`src/rtl/cp0_exc_unit.sv`:
```
// Coprocessor-0 exception/interrupt unit: SR, Cause, EPC and PRId, with the IntReq flush/redirect request.
// Define CP0_TIMER_EN to add the Count(9)/Compare(11) timer, which drives the HWInt[5] interrupt path.
module cp0_exc_unit #(
    parameter logic [31:0] PRID_VALUE = 32'h2020_0714
) (
    input  logic        clk,
    input  logic        reset,
    input  logic [4:0]  A1,
    input  logic [4:0]  A2,
    input  logic [31:0] DIn,
    input  logic        WE,
    input  logic [31:0] PC,
    input  logic [4:0]  ExcCodeIn,
    input  logic        BDIn,
    input  logic [5:0]  HWInt,
    input  logic        EXLClr,
    output logic        IntReq,
    output logic [31:0] EPC,
    output logic [31:0] DOut
);

    logic [5:0]  srIm_q, srIm_d;
    logic        srExl_q, srExl_d;
    logic        srIe_q, srIe_d;
    logic        causeBd_q, causeBd_d;
    logic [5:0]  causeIp_q, causeIp_d;
    logic [4:0]  causeExc_q, causeExc_d;
    logic [29:0] epc_q, epc_d;

    logic [5:0]  hwEff;
    logic        intPend;
    logic        excPend;
    logic        cpWrite;
    logic [31:0] excEpc;

`ifdef CP0_TIMER_EN
    logic [31:0] count_q, count_d;
    logic [31:0] compare_q, compare_d;
    logic        timerPend_q, timerPend_d;

    assign hwEff = {HWInt[5] | timerPend_q, HWInt[4:0]};
`else
    assign hwEff = HWInt;
`endif

    assign intPend = (|(hwEff & srIm_q)) & srIe_q & ~srExl_q;
    assign excPend = (ExcCodeIn != 5'd0) & ~srExl_q;
    assign IntReq  = intPend | excPend;
    assign cpWrite = WE & ~IntReq;
    assign excEpc  = BDIn ? (PC - 32'd4) : PC;
    assign EPC     = {epc_q, 2'b00};

    always_comb begin
        srIm_d     = srIm_q;
        srExl_d    = srExl_q;
        srIe_d     = srIe_q;
        causeBd_d  = causeBd_q;
        causeIp_d  = hwEff;
        causeExc_d = causeExc_q;
        epc_d      = epc_q;
        if (IntReq) begin
            srExl_d    = 1'b1;
            causeExc_d = intPend ? 5'd0 : ExcCodeIn;
            causeBd_d  = BDIn;
            epc_d      = excEpc[31:2];
        end else begin
            if (cpWrite && A2 == 5'd12) begin
                srIm_d  = DIn[15:10];
                srExl_d = DIn[1];
                srIe_d  = DIn[0];
            end
            if (cpWrite && A2 == 5'd14) begin
                epc_d = DIn[31:2];
            end
            if (EXLClr) begin
                srExl_d = 1'b0;
            end
        end
    end

`ifdef CP0_TIMER_EN
    // A Compare write both loads the register and acknowledges the timer interrupt.
    always_comb begin
        count_d     = count_q + 32'd1;
        compare_d   = compare_q;
        timerPend_d = timerPend_q;
        if (cpWrite && A2 == 5'd9) begin
            count_d = DIn;
        end
        if (cpWrite && A2 == 5'd11) begin
            compare_d   = DIn;
            timerPend_d = 1'b0;
        end else if (count_q == compare_q && compare_q != 32'd0) begin
            timerPend_d = 1'b1;
        end
    end

    always_ff @(posedge clk) begin
        if (reset) begin
            count_q     <= 32'd0;
            compare_q   <= 32'd0;
            timerPend_q <= 1'b0;
        end else begin
            count_q     <= count_d;
            compare_q   <= compare_d;
            timerPend_q <= timerPend_d;
        end
    end
`endif

    always_ff @(posedge clk) begin
        if (reset) begin
            srIm_q     <= 6'd0;
            srExl_q    <= 1'b0;
            srIe_q     <= 1'b0;
            causeBd_q  <= 1'b0;
            causeIp_q  <= 6'd0;
            causeExc_q <= 5'd0;
            epc_q      <= 30'd0;
        end else begin
            srIm_q     <= srIm_d;
            srExl_q    <= srExl_d;
            srIe_q     <= srIe_d;
            causeBd_q  <= causeBd_d;
            causeIp_q  <= causeIp_d;
            causeExc_q <= causeExc_d;
            epc_q      <= epc_d;
        end
    end

    always_comb begin
        DOut = 32'h0;
        case (A1)
            5'd12:   DOut = {16'h0, srIm_q, 8'h0, srExl_q, srIe_q};
            5'd13:   DOut = {causeBd_q, 15'h0, causeIp_q, 3'h0, causeExc_q, 2'b00};
            5'd14:   DOut = EPC;
            5'd15:   DOut = PRID_VALUE;
`ifdef CP0_TIMER_EN
            5'd9:    DOut = count_q;
            5'd11:   DOut = compare_q;
`endif
            default: DOut = 32'h0;
        endcase
    end

endmodule

```
`config.mk`:
```
export PLATFORM = sky130hd
export DESIGN_NAME = cp0_exc_unit
export DESIGN_NICKNAME = d
export VERILOG_FILES = /design/src/rtl/cp0_exc_unit.sv
export SDC_FILE = /design/constraint.sdc
export NUM_CORES = 1
export LEC_CHECK = 0
export CORE_ASPECT_RATIO = 1.2
export CORE_MARGIN = 4
export CORE_UTILIZATION = 43
export DETAILED_ROUTE_END_ITERATION = 8
export GPL_TIMING_DRIVEN = 0
export PLACE_DENSITY = 0.81
export SYNTH_ARGS = -nofsm -noshare
export SYNTH_HDL_FRONTEND = slang
export SYNTH_SLANG_ARGS = --single-unit
```
`constraint.sdc`:
```
create_clock -name clk -period 3.05 [get_ports clk]
set_clock_uncertainty 0.05 [all_clocks]
set_input_delay 0.4575 -clock clk [delete_from_list [all_inputs] [get_ports clk]]
set_output_delay 0.4575 -clock clk [all_outputs]
set_load 0.01 [all_outputs]
```
==> impl_metrics.toml, run 1 <==
[global_route]
first_global_vias = 4164
grt_max_degree = 18
overflow = 0
grtUsageTotal_pct = 27.0
grt_pass1_wl_mm = 21.5
antenna_found_initial = 0

[drt]
drt_iter0_markers = 343
postRouteAntennaNets = 0
wl_per_cell_um = 19.2
post_drt_via_cell_ratio = 6.02
dr.pass1.iters = 7
wl_mm = 14.2
drc = 0
vias = 4451

[critical_path]
cp-start-kind = "primary input"
path_max_fanout = 16
critPathCaptureType = "primary output"
cp.required_ns = 2.54
critical_path_class = "primary input to primary output"
arrival_ns = 2.46

[placed_design]
dp_hpwl_mm = 11.4
gp_congestion = 0.919
placedCellCount = 729
dp_slack_ns = -0.689
io_buffers = 147

[final_layout]
layout-drive-gt1-share_pct = 6.40
area.growth.synth_to_final_pct = 49.7
multi_input_area_um2 = 2360
diodes = 0
layout.nets = 715
register_area_um2 = 1000
stdcell_count = 739
final.fill_count = 720
final_core_util_pct = 66.3

[die]
die_area_um2 = 9980
fp.coreArea_um2 = 8200
initial_core_util_pct = 44.3
die_x_um = 91.9
io_pins = 155
die_y_um = 109
row_count = 36

[clocking]
cts.root.buffer_cell = "clkbuf_8"
h-tree-depth = 2
clk_pin_slew_ns = 0.10
holdBufCountCts = 0
cts_tree = "done"
clkLatencyLatePin_ns = 0.31
cts_buffers = 5
clock_sinks = 50
cts_buffer_depth = 2

[timing]
timing.final.ws_setup_ns = 0.0812
worst_pin_slew_ns = 1.21
slew_violations = 0
fin_crit_sh_pct = 97.3
final-hold-violation-count = 0
maxSlewHeadroom_pct = 18.7
fmax_ghz = 0.337
period_needed_ns = 2.97
rsz0062_at_grt = "false"
setup_viol = 0

[yosys]
synthArstFlopShare_pct = 0
synth_ff_type = "dfxtp_1"
avgSynthCellArea_um2 = 7.77
synth_area_leaders = "dfxtp_1 (28%), a31oi_1 (6.5%), and4_1 (6.0%), mux2i_1 (5.0%), o41ai_1 (4.8%)"
synth_cells = 467
ys_ff_latch = 50
seq_area_frac_synth_pct = 27.6
synth.distinct_cells = 51
yosysWarnings = 0
synthesis.area_um2 = 3630
synth_most_common_cell = "dfxtp_1"
yosysTopAreaCellShare_pct = 27.6
yosys-top-cells-count = "dfxtp_1 (50), clkbuf_1 (40), a31oi_1 (38), inv_1 (30), nor2_1 (29)"
synth_top_area_cell = "dfxtp_1"
synth_edf_count = 0

[pwr]
total_leakage_power_nw = 1.90
max-vdd-ir-drop_v = 0.000221
power.density_nw_per_um2 = 324

[min_path]
hold_path.class = "register to register"

[flow_run]
max_cap_violations = 0

[outcome]
status = "finished clean"
==> report_power, final <==
group          internal [mW]  switching [mW]  leakage (nW)
sequential             0.702          0.0459         0.414
clock                  0.250           0.237        0.0591
combinational          0.273           0.254          1.43
total                   1.23           0.537          1.90
==> cell families (layout without fill, tap and decap cells) <==
family | Yosys count | in the layout | share of synthesized area, %
xor gates and xnor gates | 10 | 10 | 2.41
and+or+nand+nor | 187 | 187 | 31.8
AOI/OAI and AO/OA | 124 | 124 | 24.3
adders and majority gates | 1 | 1 | 0.345
other | 1 | 2 | 0.103
DFF | 50 | 50 | 27.6
muxes | 18 | 18 | 4.96
buffers and inverters | 76 | 233 | 8.51
==> cell usage in the layout, fill, tap and decap left out, types with 14 or more instances in the layout <==
cell,synthesis,layout
a31oi_1,38,38
nor2_1,29,29
a21oi_1,15,14
mux2i_1,18,18
clkbuf_1,40,36
inv_1,30,30
nor4_1,18,18
nand2_1,24,24
o41ai_1,20,20
dfxtp_1,50,50
a211oi_1,18,18
clkdlybuf4s50_1,0,146
and4_1,25,25
and2_1,16,16
==> critical path, stage by stage <==
cell and delay [ns]:
clkdlybuf4s50_1 0.44, a22o_1 0.27, o311a_4 0.45, nor2_4 0.17, clkinv_4 0.15, clkdlybuf4s50_1 0.52
==> what timing repair did <==
item | 4_1_cts | 5_1_grt
setup buffers | 1 | 3
endpoints found under the setup margin | 15 | 22
gates resized for setup | 11 | 4
pin swaps | 1 | 0
==> routing by layer <==
metal	part of all wire (%)	GRT usage, %	wire [um]
met5	0	0	0
met4	3.2	10.6	458
met3	6.8	3.04	965
met2	50	47.9	7110
met1	40	33.5	5680
==> worst paths after layout <==
| check | cells after the start | from | to | slack, ns |
|---|---|---|---|---|
| worst max-delay path | 6 | HWInt[3] | IntReq | 0.08 |
| worst min-delay path | 2 | srIm_q[5] | srIm_q[5] | 0.45 |
| worst max register to register | 4 | srIm_q[3] | epc_q[8] | 0.62 |
| worst min register to register | 2 | srIm_q[5] | srIm_q[5] | 0.45 |
==> through the flow <==
stage | hold slack [ns] | instance area [um2] | total power [mW] | TNS (ns)
global route | 0.486 | 5430 | 1.83 | 0
CTS | 0.444 | 5400 | 1.75 | 0
finish | 0.449 | 5430 | 1.76 | 0
detailed placement | 0.430 | 5250 | 1.27 | -6.71
floorplan | 0.393 | 3630 | 0.975 | 0
global placement | 0.426 | 5250 | 1.26 | -6.25
==> state kept, by name, summed over array words and instances (netlist names) <==
signal and cells:
causeExc_q 5, causeBd_q 1, srExl_q 1, srIe_q 1
srIm_q 6, causeIp_q 6, epc_q 30
==> layout make-up <==
type / count / area share (%)
multi-input cells: 342 / 43.4
repair buffers: 151 / 27.7
flip-flops and latches: 50 / 18.4
plain buffers: 43 / 3.50
well taps: 114 / 2.62
inverters: 31 / 2.23
clock buffers: 5 / 1.27
clock inverters: 3 / 0.875
No activity file was read; power rests on OpenSTA's default activity.
==> inputs of run 2 (changes only) <==
--- a/config.mk
+++ b/config.mk
@@ -11,6 +11,7 @@
 export DETAILED_ROUTE_END_ITERATION = 8
 export GPL_TIMING_DRIVEN = 0
 export PLACE_DENSITY = 0.81
+export SLEW_MARGIN = 20
 export SYNTH_ARGS = -nofsm -noshare
 export SYNTH_HDL_FRONTEND = slang
 export SYNTH_SLANG_ARGS = --single-unit
==> impl_metrics.toml, run 2 (same netlist as run 1, synthesis figures left out) <==
[timing]
hold_ws_ns = 0.459
worst_pin_slew_ns = 0.748
fin_crit_sh_pct = 98.0
slew_violations = 0
setup_tns_ns = 0
final-hold-violation-count = 0
period_needed_ns = 2.99
maxSlewHeadroom_pct = 48.8
rsz0062_at_grt = "false"
fmax_ghz = 0.335
setup_viol = 0

[clocking]
cts_buffer_depth = 2
h-tree-depth = 2
cts_buffers = 5
clk_pin_slew_ns = 0.10
cts.root.buffer_cell = "clkbuf_8"
cts_tree = "done"
holdBufCountCts = 0
clock_sinks = 50
clkLatencyLatePin_ns = 0.31

[placed_design]
postPlaceCellArea_um2 = 5250
io_buffers = 147
placedCellCount = 729
gp_congestion = 0.919
dp_hpwl_mm = 11.4

[flow_run]
max_cap_violations = 0

[critical_path]
arrival_ns = 2.48
cp_slowest_cell = "clkdlybuf4s50_1"
r2r_slack_ns = 0.89
path_max_fanout = 16
r2r-end = "epc_q[23]"
cp_num_buf_inv = 3
critical_path_class = "primary input to primary output"
crit_top_cell = "clkdlybuf4s50_1"
cpPeakStageDelay_ns = 0.52
cp.required_ns = 2.54
critPathCaptureType = "primary output"
cp-start-kind = "primary input"
crit_path_cell_trace = "clkdlybuf4s50_1, a22o_1, o311a_4, nor2_4, clkinv_4, clkdlybuf4s50_1"
r2r-start = "srIm_q[3]"
critical_path.top_delay_family = "buffers and inverters"
reg2reg_depth = 5

[min_path]
min_path_cells = 2
hold_path.class = "register to register"
hp-start = "srIm_q[1]"
whs_endpoint = "srIm_q[1]"

[outcome]
status = "finished clean"

[final_layout]
final_cell_area_um2 = 5440
layout.nets = 715
layout-drive-gt1-share_pct = 6.56
area.growth.synth_to_final_pct = 49.8
stdcell_count = 739
reg.largest.list = "epc_q: 30 flops, causeIp_q: 6 flops, srIm_q: 6 flops"
largest_register_ffs = 30
final_common_cell = "clkdlybuf4s50_1"
final_core_util_pct = 66.3
regMostFlops = "epc_q"
final_cell_mix = "clkdlybuf4s50_1 (146), dfxtp_1 (50), a31oi_1 (38)"
diodes = 0

[global_route]
first_global_vias = 4164
overflow = 0
grt_pass1_wl_mm = 21.5
grtUsageTotal_pct = 27.0
grt_max_degree = 18
antenna_found_initial = 0

[die]
row_count = 36
fp.coreArea_um2 = 8200
die_y_um = 109
die_area_um2 = 9980
io_pins = 155
initial_core_util_pct = 44.3
die_x_um = 91.9

[pwr]
total_leakage_power_nw = 1.89
power.density_nw_per_um2 = 324
max-vdd-ir-drop_v = 0.000220

[drt]
vias = 4436
wl_per_cell_um = 19.3
post_drt_via_cell_ratio = 6.00
postRouteAntennaNets = 0
drt_iter0_markers = 469
dr.pass1.iters = 5
drc = 0
wl_mm = 14.3
-- run 2: area by class of cell --
type	count	area [um2]
Fill cell	721	2760
Timing Repair Buffer	151	1500
Sequential cell	50	1000
Clock inverter	3	47.5
Inverter	31	121
Buffer	43	190
Tap cell	114	143
Clock buffer	5	68.8
Multi-Input combinational cell	342	2360
-- run 2: metal layers --
metal	wire (um)	share of wire [%]	track usage, %
met2	7060	50	47.9
met3	987	6.9	3.04
met1	5700	40	33.5
met4	497	3.5	10.6
met5	0	0	0
-- run 2: stage by stage --
stage | setup slack (ns) | total power [mW]
2_1_floorplan | 0.658 | 0.975
3_3_place_gp | -0.661 | 1.26
3_5_place_dp | -0.689 | 1.27
4_1_cts | 0.0253 | 1.75
5_1_grt | 0.0346 | 1.83
6_report | 0.0613 | 1.76
-- run 2: timing repair --
item	in CTS	in global routing
setup buffers	1	3
pin swaps	1	0
resized for setup	11	4
endpoints found under the setup margin	15	22
-- run 2: worst max-delay path by stage --
stage | startpoint | slack, ns | depth (start not counted) | to
after detailed placement | HWInt[1] | -0.69 | 8 | IntReq
after floorplan | HWInt[3] | 0.66 | 6 | IntReq
after global routing | HWInt[3] | 0.03 | 6 | IntReq
after CTS | A1[0] | 0.03 | 6 | DOut[31]
after global placement | HWInt[3] | -0.66 | 8 | IntReq
final | HWInt[3] | 0.06 | 6 | IntReq
-- run 2: worst reg2reg max path: stages (launching register included) --
cell and delay [ns]:
dfxtp_1 0.38, a22o_1 0.27, o311a_4 0.45, clkbuf_1 0.24, o41ai_1 0.55, a31oi_1 0.10
-- run 2: where the power goes --
part | switching, mW | leakage, nW | total [mW] | internal (mW)
logic | 0.254 | 1.42 | 0.528 | 0.273
clock network | 0.237 | 0.0591 | 0.488 | 0.250
registers | 0.0456 | 0.414 | 0.748 | 0.702
total | 0.537 | 1.89 | 1.76 | 1.23
==> inputs of run 3 (changes only) <==
--- a/config.mk
+++ b/config.mk
@@ -7,10 +7,11 @@
 export LEC_CHECK = 0
 export CORE_ASPECT_RATIO = 1.2
 export CORE_MARGIN = 4
-export CORE_UTILIZATION = 43
+export CORE_UTILIZATION = 45
 export DETAILED_ROUTE_END_ITERATION = 8
+export DONT_BUFFER_PORTS = 1
 export GPL_TIMING_DRIVEN = 0
-export PLACE_DENSITY = 0.81
+export REMOVE_ABC_BUFFERS = 1
 export SLEW_MARGIN = 20
 export SYNTH_ARGS = -nofsm -noshare
 export SYNTH_HDL_FRONTEND = slang
==> constraint.sdc (replaced) <==
create_clock -name clk -period 3.5 [get_ports clk]
set_clock_uncertainty 0.05 [all_clocks]
set_input_delay 0.525 -clock clk [delete_from_list [all_inputs] [get_ports clk]]
set_output_delay 0.525 -clock clk [all_outputs]
set_load 0.01 [all_outputs]
==> impl_metrics.toml, run 3 (same netlist as run 1, synthesis figures left out) <==
[critical_path]
arrival_ns = 2.73
critPathCaptureType = "primary output"
critical_path_class = "register to primary output"
cp.required_ns = 2.92
path_max_fanout = 30
reg2reg_depth = 6
crit_start = "srIm_q[3]"
r2r-start = "srIm_q[3]"
r2r_slack_ns = 0.50
cp-endpoint = "IntReq"
cp-start-kind = "register"
cp_slowest_cell = "clkinv_1"
cpPeakStageDelay_ns = 0.79
crit_path_cell_trace = "a22o_1, o311a_2, buf_12, nor2_2, clkinv_1"
r2r-end = "epc_q[15]"

[drt]
drc = 0
vias = 3590
wl_mm = 11.8
drt_iter0_markers = 219
postRouteAntennaNets = 0
post_drt_via_cell_ratio = 6.80
dr.pass1.iters = 5
wl_per_cell_um = 22.3

[final_layout]
final_common_cell = "dfxtp_1"
regMostFlops = "epc_q"
reg.largest.list = "epc_q: 30 flops, causeIp_q: 6 flops, srIm_q: 6 flops"
layout-drive-gt1-share_pct = 7.34
final_cell_mix = "dfxtp_1 (50), a31oi_1 (38), inv_1 (30)"
final_cell_area_um2 = 3750
diodes = 0
final_core_util_pct = 48.4
area.growth.synth_to_final_pct = 3.45
layout.nets = 526
largest_register_ffs = 30
final.fill_count = 786

[clocking]
holdBufCountCts = 0
cts_buffers = 5
ctsResizeCount = 0
cts_tree = "done"
postCtsSetupRepairBufs = 0
clock_sinks = 50
cts.root.buffer_cell = "clkbuf_8"
h-tree-depth = 2
clk_pin_slew_ns = 0.10
cts_buffer_depth = 2
clkLatencyLatePin_ns = 0.31

[min_path]
hp-start = "reset"
hold_path.class = "primary input to register"

[placed_design]
gp_congestion = 0.795
io_buffers = 0
postPlaceCellArea_um2 = 3660
dp_hpwl_mm = 8.46

[timing]
fmax_ghz = 0.303
maxSlewHeadroom_pct = 29.6
period_needed_ns = 3.30
setup_tns_ns = 0
rsz0062_at_grt = "false"
fin_crit_sh_pct = 94.4
slew_violations = 0
setup_viol = 0
final-hold-violation-count = 0
worst_pin_slew_ns = 1.05

[global_route]
grt_max_degree = 53
grt_pass1_wl_mm = 18.5
grtUsageTotal_pct = 23.8
antenna_found_initial = 0
first_global_vias = 3445
overflow = 0

[die]
initial_core_util_pct = 46.8
fp.coreArea_um2 = 7750
io_pins = 155
die_x_um = 90.0
die_y_um = 106
row_count = 35
die_area_um2 = 9570

[pwr]
max-vdd-ir-drop_v = 0.000137
p_int_uw = 844
pwr-share-comb_pct = 16.7
pwr-share-seq_pct = 54.2
p_clk_share_pct = 29.0
p_sw_share_pct = 31.1
total_leakage_power_nw = 1.28
power.switching_uw = 380
power.density_nw_per_um2 = 326

[outcome]
status = "finished clean"

[flow_run]
max_cap_violations = 0
## run 3: cell count changes in the layout (fill, tap and decap cells not counted), sizes merged
cell	previous run	this run
dlymetal6s2s	1	0
clkinvlp	0	1
clkinv	1	3
inv	32	30
bufinv	1	0
clkdlybuf4s50	146	0
buf	9	5
clkbuf	43	5
## run 3: per-layer routing
| layer | vias up | share of wire (%) | track usage (%) |
|---|---|---|---|
| met4 | 0 | 1.3 | 4.81 |
| met3 | 17 | 9.9 | 7.50 |
| li1 | 1716 | - | - |
| met5 | - | 0 | 0 |
| met2 | 165 | 50 | 42.3 |
| met1 | 1692 | 39 | 28.4 |
## run 3: final cells by class
cell class / count / area (um2) / area share [%]
Clock buffer: 5 / 68.8 / 1.83
Timing Repair Buffer: 5 / 81.3 / 2.17
Inverter: 31 / 116 / 3.10
Clock inverter: 3 / 21.3 / 0.566
Sequential cell: 50 / 1000 / 26.7
Multi-Input combinational cell: 342 / 2350 / 62.6
Tap cell: 92 / 115 / 3.07
## run 3: how the worst min path moves through the flow
stage	endpoint	slack [ns]	cells past startpoint
after floorplan	srIm_q[0]	0.39	2
after global placement	srIm_q[0]	0.41	2
after detailed placement	srIm_q[5]	0.42	2
after CTS	causeIp_q[3]	0.22	1
after global routing	epc_q[5]	0.21	1
final	epc_q[14]	0.23	1
## run 3: metrics by stage
| step | cells | worst slack (ns) | power (mW) | hold WS, ns |
|---|---|---|---|---|
| floorplan | 423 | -1.63 | 0.819 | 0.393 |
| global placement | 515 | -4.24 | 0.868 | 0.409 |
| detailed placement | 520 | 0.240 | 0.883 | 0.419 |
| CTS | 528 | 0.132 | 1.23 | 0.216 |
| global route | 528 | 0.00699 | 1.28 | 0.207 |
| finish | 528 | 0.197 | 1.22 | 0.227 |
## run 3: power by group through the flow
stage / Sequential [mW] / Combinational (mW) / Clock (mW)
2_1_floorplan: 0.664 / 0.156 / 0
3_3_place_gp: 0.677 / 0.191 / 0
3_5_place_dp: 0.679 / 0.204 / 0
4_1_cts: 0.665 / 0.205 / 0.362
5_1_grt: 0.671 / 0.229 / 0.385
6_report: 0.664 / 0.205 / 0.355
## run 3: critical path, delay by kind of cell, from the launching register on
family,cells,cell delay (ns)
AO/OA/AOI/OAI,2,0.74
flip-flops,1,0.34
buffers and inverters,2,0.99
AND/OR/NAND/NOR,1,0.33
